===== config.mk =====
export PLATFORM = sky130hd
export DESIGN_NAME = bram_to_axis
export DESIGN_NICKNAME = d
export VERILOG_FILES = /design/src/rtl/bram_to_axis.sv
export SDC_FILE = /design/constraint.sdc
export NUM_CORES = 1
export LEC_CHECK = 0
export ABC_AREA = 0
export CORE_ASPECT_RATIO = 1.75
export CORE_UTILIZATION = 45
export DETAILED_ROUTE_END_ITERATION = 8
export PLACE_DENSITY = 0.78
export SYNTH_ARGS = -nofsm -noshare
export SYNTH_HDL_FRONTEND = slang
export SYNTH_SLANG_ARGS = --single-unit

===== constraint.sdc =====
create_clock -name clk -period 5.9 [get_ports clk]
set_input_delay 1.18 -clock clk [delete_from_list [all_inputs] [get_ports clk]]
set_output_delay 1.18 -clock clk [all_outputs]
set_load 0.005 [all_outputs]

===== src/rtl/bram_to_axis.sv =====
// bram_to_axis: streams BRAM words 0..i_num_cnt-1 (1-cycle read latency) as an AXI4-Stream master, TLAST on the final beat.
// Latency: i_run edge -> ce/addr 0 next cycle -> q one cycle later -> tvalid with word 0 three cycles after i_run; 1 beat/cycle sustained.
// Backpressure: reads are throttled so FIFO entries + in-flight read never exceed FIFO depth; tready low stalls without loss.
//
// Ports: clk/reset_n (async active-low); i_run/i_num_cnt start a transfer from S_IDLE;
//        o_idle/o_running/o_done state flags; addr/ce/we/d/q BRAM read port (we and d tied 0);
//        m_axis_tvalid/tready/tdata/tlast stream output.
// Optional: define BRAM2AXIS_STALL_CNT_EN to add o_stall_cnt[31:0], a saturating count of
//           S_RUN cycles with tvalid=1 and tready=0 (cleared on accepted i_run).
module bram_to_axis #(
  parameter int CNT_BIT     = 31,
  parameter int DWIDTH      = 32,
  parameter int AWIDTH      = 12,
  parameter int FIFO_AWIDTH = 2
) (
  input  logic               clk,
  input  logic               reset_n,
  input  logic               i_run,
  input  logic [CNT_BIT-1:0] i_num_cnt,
  output logic               o_idle,
  output logic               o_running,
  output logic               o_done,
  output logic [AWIDTH-1:0]  addr,
  output logic               ce,
  output logic               we,
  output logic [DWIDTH-1:0]  d,
  input  logic [DWIDTH-1:0]  q,
  output logic               m_axis_tvalid,
  input  logic               m_axis_tready,
  output logic [DWIDTH-1:0]  m_axis_tdata,
  output logic               m_axis_tlast
`ifdef BRAM2AXIS_STALL_CNT_EN
  ,
  output logic [31:0]        o_stall_cnt
`endif
);

  localparam int DEPTH = 1 << FIFO_AWIDTH;
  localparam logic [FIFO_AWIDTH+1:0] DEPTH_W = (FIFO_AWIDTH+2)'(DEPTH);

  typedef enum logic [1:0] {
    S_IDLE = 2'b00,
    S_RUN  = 2'b01,
    S_DONE = 2'b10
  } state_t;

  state_t                 state_q, state_d;
  logic [CNT_BIT-1:0]     num_cnt_q, num_cnt_d;
  logic [CNT_BIT-1:0]     rd_cnt_q, rd_cnt_d;
  logic [CNT_BIT-1:0]     beat_cnt_q, beat_cnt_d;
  logic                   inflight_q, inflight_d;
  logic [FIFO_AWIDTH-1:0] wr_ptr_q, wr_ptr_d;
  logic [FIFO_AWIDTH-1:0] rd_ptr_q, rd_ptr_d;
  logic [FIFO_AWIDTH:0]   fifo_cnt_q, fifo_cnt_d;
  logic [DWIDTH-1:0]      mem_q [DEPTH];
  logic [DWIDTH-1:0]      mem_d [DEPTH];

  logic                   push, pop, last_hs, ce_w;
  logic [FIFO_AWIDTH+1:0] occ;

  assign o_idle        = (state_q == S_IDLE);
  assign o_running     = (state_q == S_RUN);
  assign o_done        = (state_q == S_DONE);
  assign we            = 1'b0;
  assign d             = '0;
  assign addr          = rd_cnt_q[AWIDTH-1:0];
  assign ce            = ce_w;
  assign m_axis_tvalid = (fifo_cnt_q != '0);
  assign m_axis_tdata  = mem_q[rd_ptr_q];
  // tvalid gate keeps num_cnt-1 underflow at num_cnt=0 harmless
  assign m_axis_tlast  = m_axis_tvalid && (beat_cnt_q == num_cnt_q - CNT_BIT'(1));

  assign push    = inflight_q;
  assign pop     = m_axis_tvalid && m_axis_tready;
  assign last_hs = pop && m_axis_tlast;
  // Occupancy counts the read still in the BRAM pipe so its data always has a slot
  assign occ     = {1'b0, fifo_cnt_q} + {{(FIFO_AWIDTH+1){1'b0}}, inflight_q};
  assign ce_w    = (state_q == S_RUN) && (rd_cnt_q < num_cnt_q) && (occ < DEPTH_W);

  always_comb begin
    state_d    = state_q;
    num_cnt_d  = num_cnt_q;
    rd_cnt_d   = rd_cnt_q + CNT_BIT'(ce_w);
    beat_cnt_d = beat_cnt_q + CNT_BIT'(pop);
    inflight_d = ce_w;
    wr_ptr_d   = push ? wr_ptr_q + FIFO_AWIDTH'(1) : wr_ptr_q;
    rd_ptr_d   = pop ? rd_ptr_q + FIFO_AWIDTH'(1) : rd_ptr_q;
    mem_d      = mem_q;
    if (push) mem_d[wr_ptr_q] = q;
    case ({push, pop})
      2'b10:   fifo_cnt_d = fifo_cnt_q + (FIFO_AWIDTH+1)'(1);
      2'b01:   fifo_cnt_d = fifo_cnt_q - (FIFO_AWIDTH+1)'(1);
      default: fifo_cnt_d = fifo_cnt_q;
    endcase

    case (state_q)
      S_IDLE: begin
        if (i_run) begin
          state_d    = S_RUN;
          num_cnt_d  = i_num_cnt;
          rd_cnt_d   = '0;
          beat_cnt_d = '0;
        end
      end
      S_RUN: begin
        // zero-length transfer spends exactly one cycle here
        if (last_hs || (num_cnt_q == '0)) state_d = S_DONE;
      end
      S_DONE: begin
        state_d   = S_IDLE;
        num_cnt_d = '0;
      end
      default: state_d = S_IDLE;
    endcase
  end

  always_ff @(posedge clk or negedge reset_n) begin
    if (!reset_n) begin
      state_q    <= S_IDLE;
      num_cnt_q  <= '0;
      rd_cnt_q   <= '0;
      beat_cnt_q <= '0;
      inflight_q <= 1'b0;
      wr_ptr_q   <= '0;
      rd_ptr_q   <= '0;
      fifo_cnt_q <= '0;
      mem_q      <= '{default: '0};
    end else begin
      state_q    <= state_d;
      num_cnt_q  <= num_cnt_d;
      rd_cnt_q   <= rd_cnt_d;
      beat_cnt_q <= beat_cnt_d;
      inflight_q <= inflight_d;
      wr_ptr_q   <= wr_ptr_d;
      rd_ptr_q   <= rd_ptr_d;
      fifo_cnt_q <= fifo_cnt_d;
      mem_q      <= mem_d;
    end
  end

`ifdef BRAM2AXIS_STALL_CNT_EN
  logic [31:0] stall_cnt_q, stall_cnt_d;

  assign o_stall_cnt = stall_cnt_q;

  always_comb begin
    stall_cnt_d = stall_cnt_q;
    if ((state_q == S_IDLE) && i_run) begin
      stall_cnt_d = '0;
    end else if ((state_q == S_RUN) && m_axis_tvalid && !m_axis_tready &&
                 (stall_cnt_q != 32'hFFFF_FFFF)) begin
      stall_cnt_d = stall_cnt_q + 32'd1;
    end
  end

  always_ff @(posedge clk or negedge reset_n) begin
    if (!reset_n) stall_cnt_q <= '0;
    else          stall_cnt_q <= stall_cnt_d;
  end
`endif

endmodule


**After elaboration in Yosys (flattened, before gate mapping)**

Index checks and enable logic that the tools add are counted.
W data, S select, Z words.

- Memory bits (read-only): 0
- Memories kept: 0
- Bits in registers: 231
- RAM bits: 0
- Logic and storage cells: 64
- Bits in latches: 0

- Magnitude comparators: 5
- Multipliers: 0
- Div/mod/pow operators: 0
- $add $sub $neg: 8
- Bitwise operators: 2
- Equal/unequal tests: 7
- Reduce and logical (&&, ||, !) cells: 14
- Shift-type cells: 0
- Multiplexer cells: 16

Operators by type and width:

| operator | number |
|---|---|
| $mux W31 | 5 |
| $bwmux W128 | 1 |
| $mux W32 | 3 |
| $bmux W32 S2 | 1 |
| $demux W32 S2 | 1 |
| $add A31 B1 Y31 | 2 |
| $pmux W31 S2 | 1 |
| $eq A31 B31 Y1 | 1 |
| $logic_not A31 Y1 | 1 |
| $lt A31 B31 Y1 | 1 |
| $sub A31 B1 Y31 const B | 1 |
| $ge A3 B3 Y1 const B | 2 |
| $logic_and A1 B1 Y1 | 6 |
| $not A2 Y3 | 2 |
| $pmux W3 S2 | 1 |
| $add A2 B1 Y2 const B | 2 |
| $add A3 B1 Y4 | 1 |
| $eq A2 B1 Y1 const B | 2 |
| $eq A2 B2 Y1 const B | 2 |
| $lt A4 B3 Y1 const B | 1 |
| $mux W2 | 2 |
| $pmux W2 S2 | 1 |
| $reduce_and A2 Y1 | 2 |
| $reduce_bool A2 Y1 | 2 |
| 8 further kinds | 8 |

**Longest topological paths before layout**

Gate-level depths: netlist of run 1.

- Word-level depth: 7
- Mapped depth: 21

**Worst setup path before layout of run 1**

No wires, ideal clock.

- Path type: register to register
- From: register num_cnt_q[8]
- To: register rd_cnt_q[28]
- Slack: 1.698 ns
- Arrival: 4.070 ns
- Stages on the path, launching flop included: 22
- Data required time: 5.768 ns
- Library setup time: 0.132 ns
- Path through: dfrtp_1 -> buf_6 -> inv_1 -> ha_1 -> a21o_1 -> a21o_1 -> a21oi_1 -> nor3_1 -> a2111oi_0 -> o221a_2 -> o21ai_0 -> a21oi_1 -> ha_1 -> ha_1 -> and4_1 -> nor3b_1 -> and4_1 -> nor2b_1 -> nor2b_1 -> nand4_1 -> xor2_1 -> nor2_1

- Word-level cells in the longest chain between the ends: 6

Ends and longest elaborated chain:

| item | RTL line | RTL |
|---|---|---|
| start, declared | 48 | `logic [CNT_BIT-1:0] num_cnt_q, num_cnt_d;` |
| start signal, assigned | 130 | `num_cnt_q <= num_cnt_d;` |
| $lt A31 B31 Y1 (*) | 78 | `assign ce_w = (state_q == S_RUN) && (rd_cnt_q < num_cnt_q) && (occ < DEPTH_W);` |
| $logic_and A1 B1 Y1 (*) (2 in series) | 78 |  |
| named net ce | 24 | `output logic ce,` |
| $add A31 B1 Y31 (*) | 83 | `rd_cnt_d = rd_cnt_q + CNT_BIT'(ce_w);` |
| $mux W31 | 98 | `if (i_run) begin` |
| $mux W31 (*) | 96 | `case (state_q)` |
| named net rd_cnt_d[28] | 49 | `logic [CNT_BIT-1:0] rd_cnt_q, rd_cnt_d;` |
| end signal, assigned | 131 | `rd_cnt_q <= rd_cnt_d;` |
| end, declared | 49 |  |

The timed path passes the listed nets; every way through them passes the cells marked *.
A chain may end at the register's enable or synchronous reset.

**Worst setup path after layout of run 1**

- From: register num_cnt_q[1]
- To: output m_axis_tlast

- Word-level cells in the longest chain between the ends: 3

Ends and longest elaborated chain:

| item | RTL line | RTL |
|---|---|---|
| $sub A31 B1 Y31 | 71 | `assign m_axis_tlast = m_axis_tvalid && (beat_cnt_q == num_cnt_q - CNT_BIT'(1));` |
| $eq A31 B31 Y1 | 71 |  |
| $logic_and A1 B1 Y1 | 71 |  |
| end, declared | 31 | `output logic m_axis_tlast` |

No other way between the ends.

==> results.sh, run 1 <==
export IMPL_run_status="completed"
export IMPL_detailedRoute_firstIterationViolations=373
export IMPL_layout_cells_most_common_list="dfrtp_1 (230), mux2_2 (128), clkdlybuf4s50_1 (115)"
export IMPL_synthDistinctLibCells=62
export IMPL_reg2reg_depth=18
export IMPL_cts_root_buffer_cell="clkbuf_16"
export IMPL_rows=79
export IMPL_place_detailed_hpwl_um=18100
export IMPL_number_of_global_route_vias_before_repair=8504
export IMPL_fp_coreArea_sq_um=26700
export IMPL_final_instance_count_excl_fill=1487
export IMPL_post_synth_inst_count=1059
export IMPL_unrepaired_setup_endpoints_after_global_routing="false"
export IMPL_clkSinkCount=231
export IMPL_io_buffers=116
export IMPL_finalCritPeriodShare_pct=88.0
export IMPL_numCtsBuffers=23
export IMPL_crit_reg2reg_capture="rd_cnt_q[27]"
export IMPL_die_area_sq_um=27900
export IMPL_number_of_max_slew_violations_in_the_final_report=0
export IMPL_finish_net_count=1257
export IMPL_area_delta_synth_final_pct=16.4
export IMPL_crit_arrival_ps=4010
export IMPL_num_fill_cells=2278
export IMPL_worst_ir_drop_vdd_v=0.000239
export IMPL_cellLeakagePower_nw=6.06
export IMPL_cap_viol_max_count=0
export IMPL_post_drt_wl_per_cell_um=17.6
export IMPL_global_route_wire_length_before_repair_um=42600
export IMPL_hold_class="reg -> reg"
export IMPL_critical_path_reg2reg_startpoint="num_cnt_q[8]"
export IMPL_hold_slack_ps=498
export IMPL_synth_edff_count=0
export IMPL_clkLatencyLatePin_ps=500
export IMPL_clockBufferDepth=3
export IMPL_ant_nets=0
export IMPL_synth_async_reset_ratio_pct=100
export IMPL_setup_reg_to_reg_worst_slack_ps=950
export IMPL_finalWeightedCongestion=0.869
export IMPL_area_sequential_sq_um=5780
export IMPL_floorplan_die_height_um=220
export IMPL_multiInputGateArea_sq_um=5900
export IMPL_synth_seq_area_share_pct=47.2
export IMPL_vias_per_cell=5.51
export IMPL_ioPinCount=150
export IMPL_worst_clock_skew_ps=10.3
export IMPL_slew_margin_rel_pct=27.1
export IMPL_crit_path_end_kind="output pin"
export IMPL_yosys_register_bits=231
export IMPL_cts_max_level=1
export IMPL_drt_pre_antenna_iters=4
export IMPL_synth_avg_cell_area_sq_um=11.6
export IMPL_layout_commonest_cell="dfrtp_1"
export IMPL_power_density_nw_per_um2=478
export IMPL_timing_hold_violations_final=0
export IMPL_numPlacedInstances=1448
export IMPL_grt_antenna_before_repair=0
export IMPL_worst_slew_pin_tran_ps=1090
export IMPL_dr_total_vias=8194
export IMPL_worst_path_max_fanout=8
export IMPL_die_x_um=127
export IMPL_timing_critical_path_from_type="register"
export IMPL_yosys_most_used_dff="dfrtp_1"
export IMPL_crit_path_cell_trace="inv_1, ha_1, nor2b_1, a31oi_1, or3_1, nor4_1, o2111ai_1, a2111oi_4, and2_1, clkdlybuf4s50_1"
export IMPL_post_cts_resized_instances=0
export IMPL_worst_ep_required_time_ps=4720
export IMPL_period_minus_slack_ps=5190
export IMPL_cts_hold_repair_buffers=0
export IMPL_setup_viol=0
export IMPL_syn_cell_area_sq_um=12200
export IMPL_timing_setup_critical_path_class="reg -> out"
export IMPL_cts_setup_buffers=0
export IMPL_fin_total_pwr_mw=6.82
export IMPL_pre_cts_slack_ps=1000
export IMPL_max_freq_ghz=0.193
export IMPL_critical_path_slowest_cell="nor2b_1"
export IMPL_synth_warnings=0
export IMPL_finalSetupTns_ps=0
export IMPL_cp_startpoint="num_cnt_q[1]"
export IMPL_final_layout_size_suffix_gt1_share_pct=19.3
export IMPL_tritoncts="yes"
export IMPL_crit_end="m_axis_tlast"
export IMPL_post_route_drc_count=0
export IMPL_starting_density_of_the_core_pct=45.9
export IMPL_cp_slowest_stage_delay_ps=530
export IMPL_clk_pin_slew_worst_paths_ps=70
export IMPL_post_route_setup_slack_ps=707
export IMPL_diodes=0
export IMPL_globalRouteOverflowTotal=0
export IMPL_groute_usage_overall_pct=19.2
export IMPL_routed_wl_um=26200
export IMPL_grt_max_degree=127
==> registers in the layout, indices dropped and copies added, names as in the netlist <==
signal	count
beat_cnt_q	31
fifo_cnt_q	3
inflight_q	1
mem_q	128
num_cnt_q	31
rd_cnt_q	31
rd_ptr_q	2
state_q	2
wr_ptr_q	2
==> area by class of cell <==
cell class / instances / share of cell area (%)
multi-input cells: 726 / 41.4
flip-flops and latches: 231 / 40.6
repair buffers: 126 / 8.80
clock buffers: 27 / 4.43
well taps: 324 / 2.85
inverters: 41 / 1.08
clock inverters: 12 / 0.869
==> Yosys cell counts (8+ instances only) <==
cell type / count / area, sq um
buf_1: 19 / 71.3
o31ai_1: 33 / 248
inv_1: 41 / 154
mux2_2: 128 / 1440
o21ai_0: 18 / 90.1
xnor2_1: 39 / 342
nand2b_1: 8 / 50.1
dfrtp_1: 231 / 5780
a21oi_1: 21 / 105
nor3_1: 16 / 80.1
xor2_1: 58 / 508
nor2_1: 67 / 251
or3_1: 12 / 75.1
and3_1: 11 / 68.8
nand3_1: 25 / 125
mux4_2: 32 / 721
nand2_1: 77 / 289
ha_1: 40 / 500
nor2b_1: 11 / 68.8
nand4_1: 21 / 131
clkbuf_1: 24 / 90.1
buf_4: 45 / 338
==> logic make-up (layout without fill, tap and decap cells) <==
kind of cell | after synthesis | count (layout) | synth area share [%]
multiplexers | 161 | 161 | 17.7
adder cells (fa/ha/maj) | 41 | 41 | 4.25
buffers and inverters | 134 | 206 | 5.59
XOR/XNOR | 97 | 97 | 6.94
other | 1 | 33 | 0.0306
AO/OA/AOI/OAI | 109 | 109 | 6.22
AND/OR/NAND/NOR | 285 | 285 | 12.0
flip-flops | 231 | 231 | 47.2
==> stage by stage <==
stage | area, sq um | util (%)
floorplan | 12400 | -
global placement | 13500 | 50.6
detailed placement | 13500 | 50.6
CTS | 14200 | 53.4
global route | 14200 | 53.4
finish | 14200 | 53.4
==> routing by layer <==
metal	global-route usage (%)	vias up	wire length (um)
li1	-	3855	-
met1	20.9	4071	9880
met4	9.17	0	1100
met2	36.9	199	14300
met3	2.10	69	887
met5	0	-	0
==> critical path, delay by kind of cell (launching register included) <==
kind            cells  cell delay, ps
buf+inv             2             620
simple gates        4            1380
flops               1             410
compound gates      3             830
fa+ha+maj           1             260
==> power breakdown <==
part | internal [mW] | switching [mW]
clock | 0.852 | 0.614
sequential | 2.20 | 0.503
combinational | 1.63 | 1.02
total | 4.68 | 2.14
==> how the worst min path moves through the flow <==
| stage | cells past startpoint | to | start | slack [ps] |
|---|---|---|---|---|
| 6_report | 1 | mem_q[26] | mem_q[26] | 500 |
| 5_1_grt | 1 | mem_q[35] | mem_q[35] | 510 |
| 4_1_cts | 1 | mem_q[23] | mem_q[23] | 500 |
| 3_5_place_dp | 1 | mem_q[23] | mem_q[23] | 490 |
| 3_3_place_gp | 1 | mem_q[48] | mem_q[48] | 480 |
| 2_1_floorplan | 1 | fifo_cnt_q[2] | fifo_cnt_q[2] | 450 |
No activity file was read; power rests on OpenSTA's default activity.
==> inputs of run 2 (changes only) <==
- ABC_AREA: 0 -> default
==> results of run 2 <==
No change in the layout: final DEF, timing and power equal those of run 1.
==> inputs of run 3 (changes only) <==
- CORE_MARGIN: default -> 5
==> results.sh, run 3 (synthesis gave the netlist of run 1 again) <==
export IMPL_run_status="completed"
export IMPL_finish_instance_area_sq_um=14300
export IMPL_numPlacedInstances=1455
export IMPL_layout_cells_most_common_list="dfrtp_1 (230), mux2_2 (128), clkdlybuf4s50_1 (115)"
export IMPL_layout_commonest_cell="dfrtp_1"
export IMPL_critical_path_slowest_cell="nor2b_1"
export IMPL_finalWeightedCongestion=0.882
export IMPL_fin_total_pwr_mw=6.89
export IMPL_clockBufferDepth=3
export IMPL_global_route_wire_length_before_repair_um=44100
export IMPL_largest_register="mem_q"
export IMPL_worst_path_max_fanout=8
export IMPL_finalSetupTns_ps=0
export IMPL_rows=80
export IMPL_clk_pin_slew_worst_paths_ps=60
export IMPL_place_detailed_hpwl_um=18700
export IMPL_hold_slack_ps=499
export IMPL_vias_per_cell=5.54
export IMPL_timing_setup_critical_path_class="reg -> out"
export IMPL_crit_path_cell_trace="inv_1, ha_1, nor2b_1, a31oi_1, or3_1, nor4_1, o2111ai_1, a2111oi_4, and2_1, clkdlybuf4s50_1"
export IMPL_routed_wl_um=26500
export IMPL_cts_root_buffer_cell="clkbuf_16"
export IMPL_floorplan_die_height_um=228
export IMPL_placed_cell_area_sq_um=13500
export IMPL_fp_coreArea_sq_um=27000
export IMPL_cts_setup_buffers=0
export IMPL_drt_pre_antenna_iters=5
export IMPL_cp_slowest_stage_delay_ps=510
export IMPL_timing_critical_path_from_type="register"
export IMPL_finalCritPeriodShare_pct=88.2
export IMPL_unrepaired_setup_endpoints_after_global_routing="false"
export IMPL_die_x_um=135
export IMPL_ioPinCount=150
export IMPL_worst_ir_drop_vdd_v=0.000235
export IMPL_ant_nets=0
export IMPL_post_route_drc_count=0
export IMPL_slew_margin_rel_pct=34.4
export IMPL_cap_viol_max_count=0
export IMPL_timing_hold_violations_final=0
export IMPL_path_buf_inv=2
export IMPL_die_area_sq_um=30700
export IMPL_period_minus_slack_ps=5210
export IMPL_finish_net_count=1260
export IMPL_numCtsBuffers=23
export IMPL_number_of_max_slew_violations_in_the_final_report=0
export IMPL_final_layout_size_suffix_gt1_share_pct=19.5
export IMPL_globalRouteOverflowTotal=0
export IMPL_worst_clock_skew_ps=8.48
export IMPL_detailedRoute_firstIterationViolations=310
export IMPL_post_cts_resized_instances=0
export IMPL_tritoncts="yes"
export IMPL_cts_max_level=1
export IMPL_num_fill_cells=2296
export IMPL_area_delta_synth_final_pct=16.8
export IMPL_grt_antenna_before_repair=0
export IMPL_cellLeakagePower_nw=6.09
export IMPL_setup_viol=0
export IMPL_max_freq_ghz=0.192
export IMPL_clkSinkCount=231
export IMPL_clkLatencyLatePin_ps=510
export IMPL_final_instance_count_excl_fill=1495
export IMPL_groute_usage_overall_pct=17.4
export IMPL_crit_arrival_ps=4030
export IMPL_hold_class="reg -> reg"
export IMPL_worst_ep_required_time_ps=4720
export IMPL_critical_path_top_delay_family="simple AND/OR/NAND/NOR gates"
export IMPL_largest_register_ff_count=128
export IMPL_number_of_global_route_vias_before_repair=8725
export IMPL_diodes=0
export IMPL_cts_hold_repair_buffers=0
export IMPL_dr_total_vias=8282
export IMPL_worst_slew_pin_tran_ps=984
export IMPL_power_density_nw_per_um2=482
export IMPL_io_buffers=116
export IMPL_post_drt_wl_per_cell_um=17.7
export IMPL_grt_max_degree=134
export IMPL_crit_path_end_kind="output pin"
export IMPL_starting_density_of_the_core_pct=45.3
## run 3: cell types whose count changed in the layout (fill, tap and decap cells not counted), sizes merged
cell,delta
clkbuf,+2
buf,+3
clkinvlp,+1
inv,+1
bufinv,+1
clkinv,-4
## run 3: worst paths after layout
path / from / end / slack (ps) / cells past startpoint
hold / removal: mem_q[35] / mem_q[35] / 500 / 1
setup reg to reg: num_cnt_q[8] / rd_cnt_q[28] / 710 / 21
setup / recovery: num_cnt_q[0] / m_axis_tlast / 690 / 10
min in group asynchronous: reset_n / rd_cnt_q[4] / 740 / 1
hold reg to reg: mem_q[35] / mem_q[35] / 500 / 1
max in group asynchronous: reset_n / mem_q[25] / 3870 / 2
## run 3: cell type report
type | instances | area [sq um] | area share (%)
Multi-Input combinational cell | 726 | 5900 | 41.2
Sequential cell | 231 | 5780 | 40.4
Timing Repair Buffer | 129 | 1260 | 8.84
Clock buffer | 29 | 648 | 4.53
Tap cell | 328 | 410 | 2.87
Inverter | 41 | 154 | 1.08
Clock inverter | 11 | 143 | 0.998
## run 3: worst reg2reg max path: cells and delay by family (launching register included)
family | cells | cell delay (ps)
compound gates | 7 | 1760
buf+inv | 2 | 290
fa+ha+maj | 3 | 780
flops | 1 | 510
xor+xnor | 1 | 150
simple gates | 8 | 1600
## run 3: where the power goes
part	switching (mW)	total, mW	internal (mW)	leakage, nW
Sequential	0.471	2.67	2.20	2.83
Clock	0.626	1.54	0.911	0.388
Combinational	1.05	2.68	1.63	2.87
## run 3: through the flow
step	util (%)	worst slack (ps)
global route	52.9	330
detailed placement	50.0	858
finish	52.9	695
global placement	50.0	1100
floorplan	-	1700
CTS	52.9	672
## run 3: metal layers
metal  up-vias  global-route usage [%]  part of all wire (%)
met3        68                    2.25                   4.0
met2       206                    32.6                    55
met4         0                    6.85                   3.4
met1      4142                    19.7                    38
li1       3866                       -                     -
met5         -                       0                     0
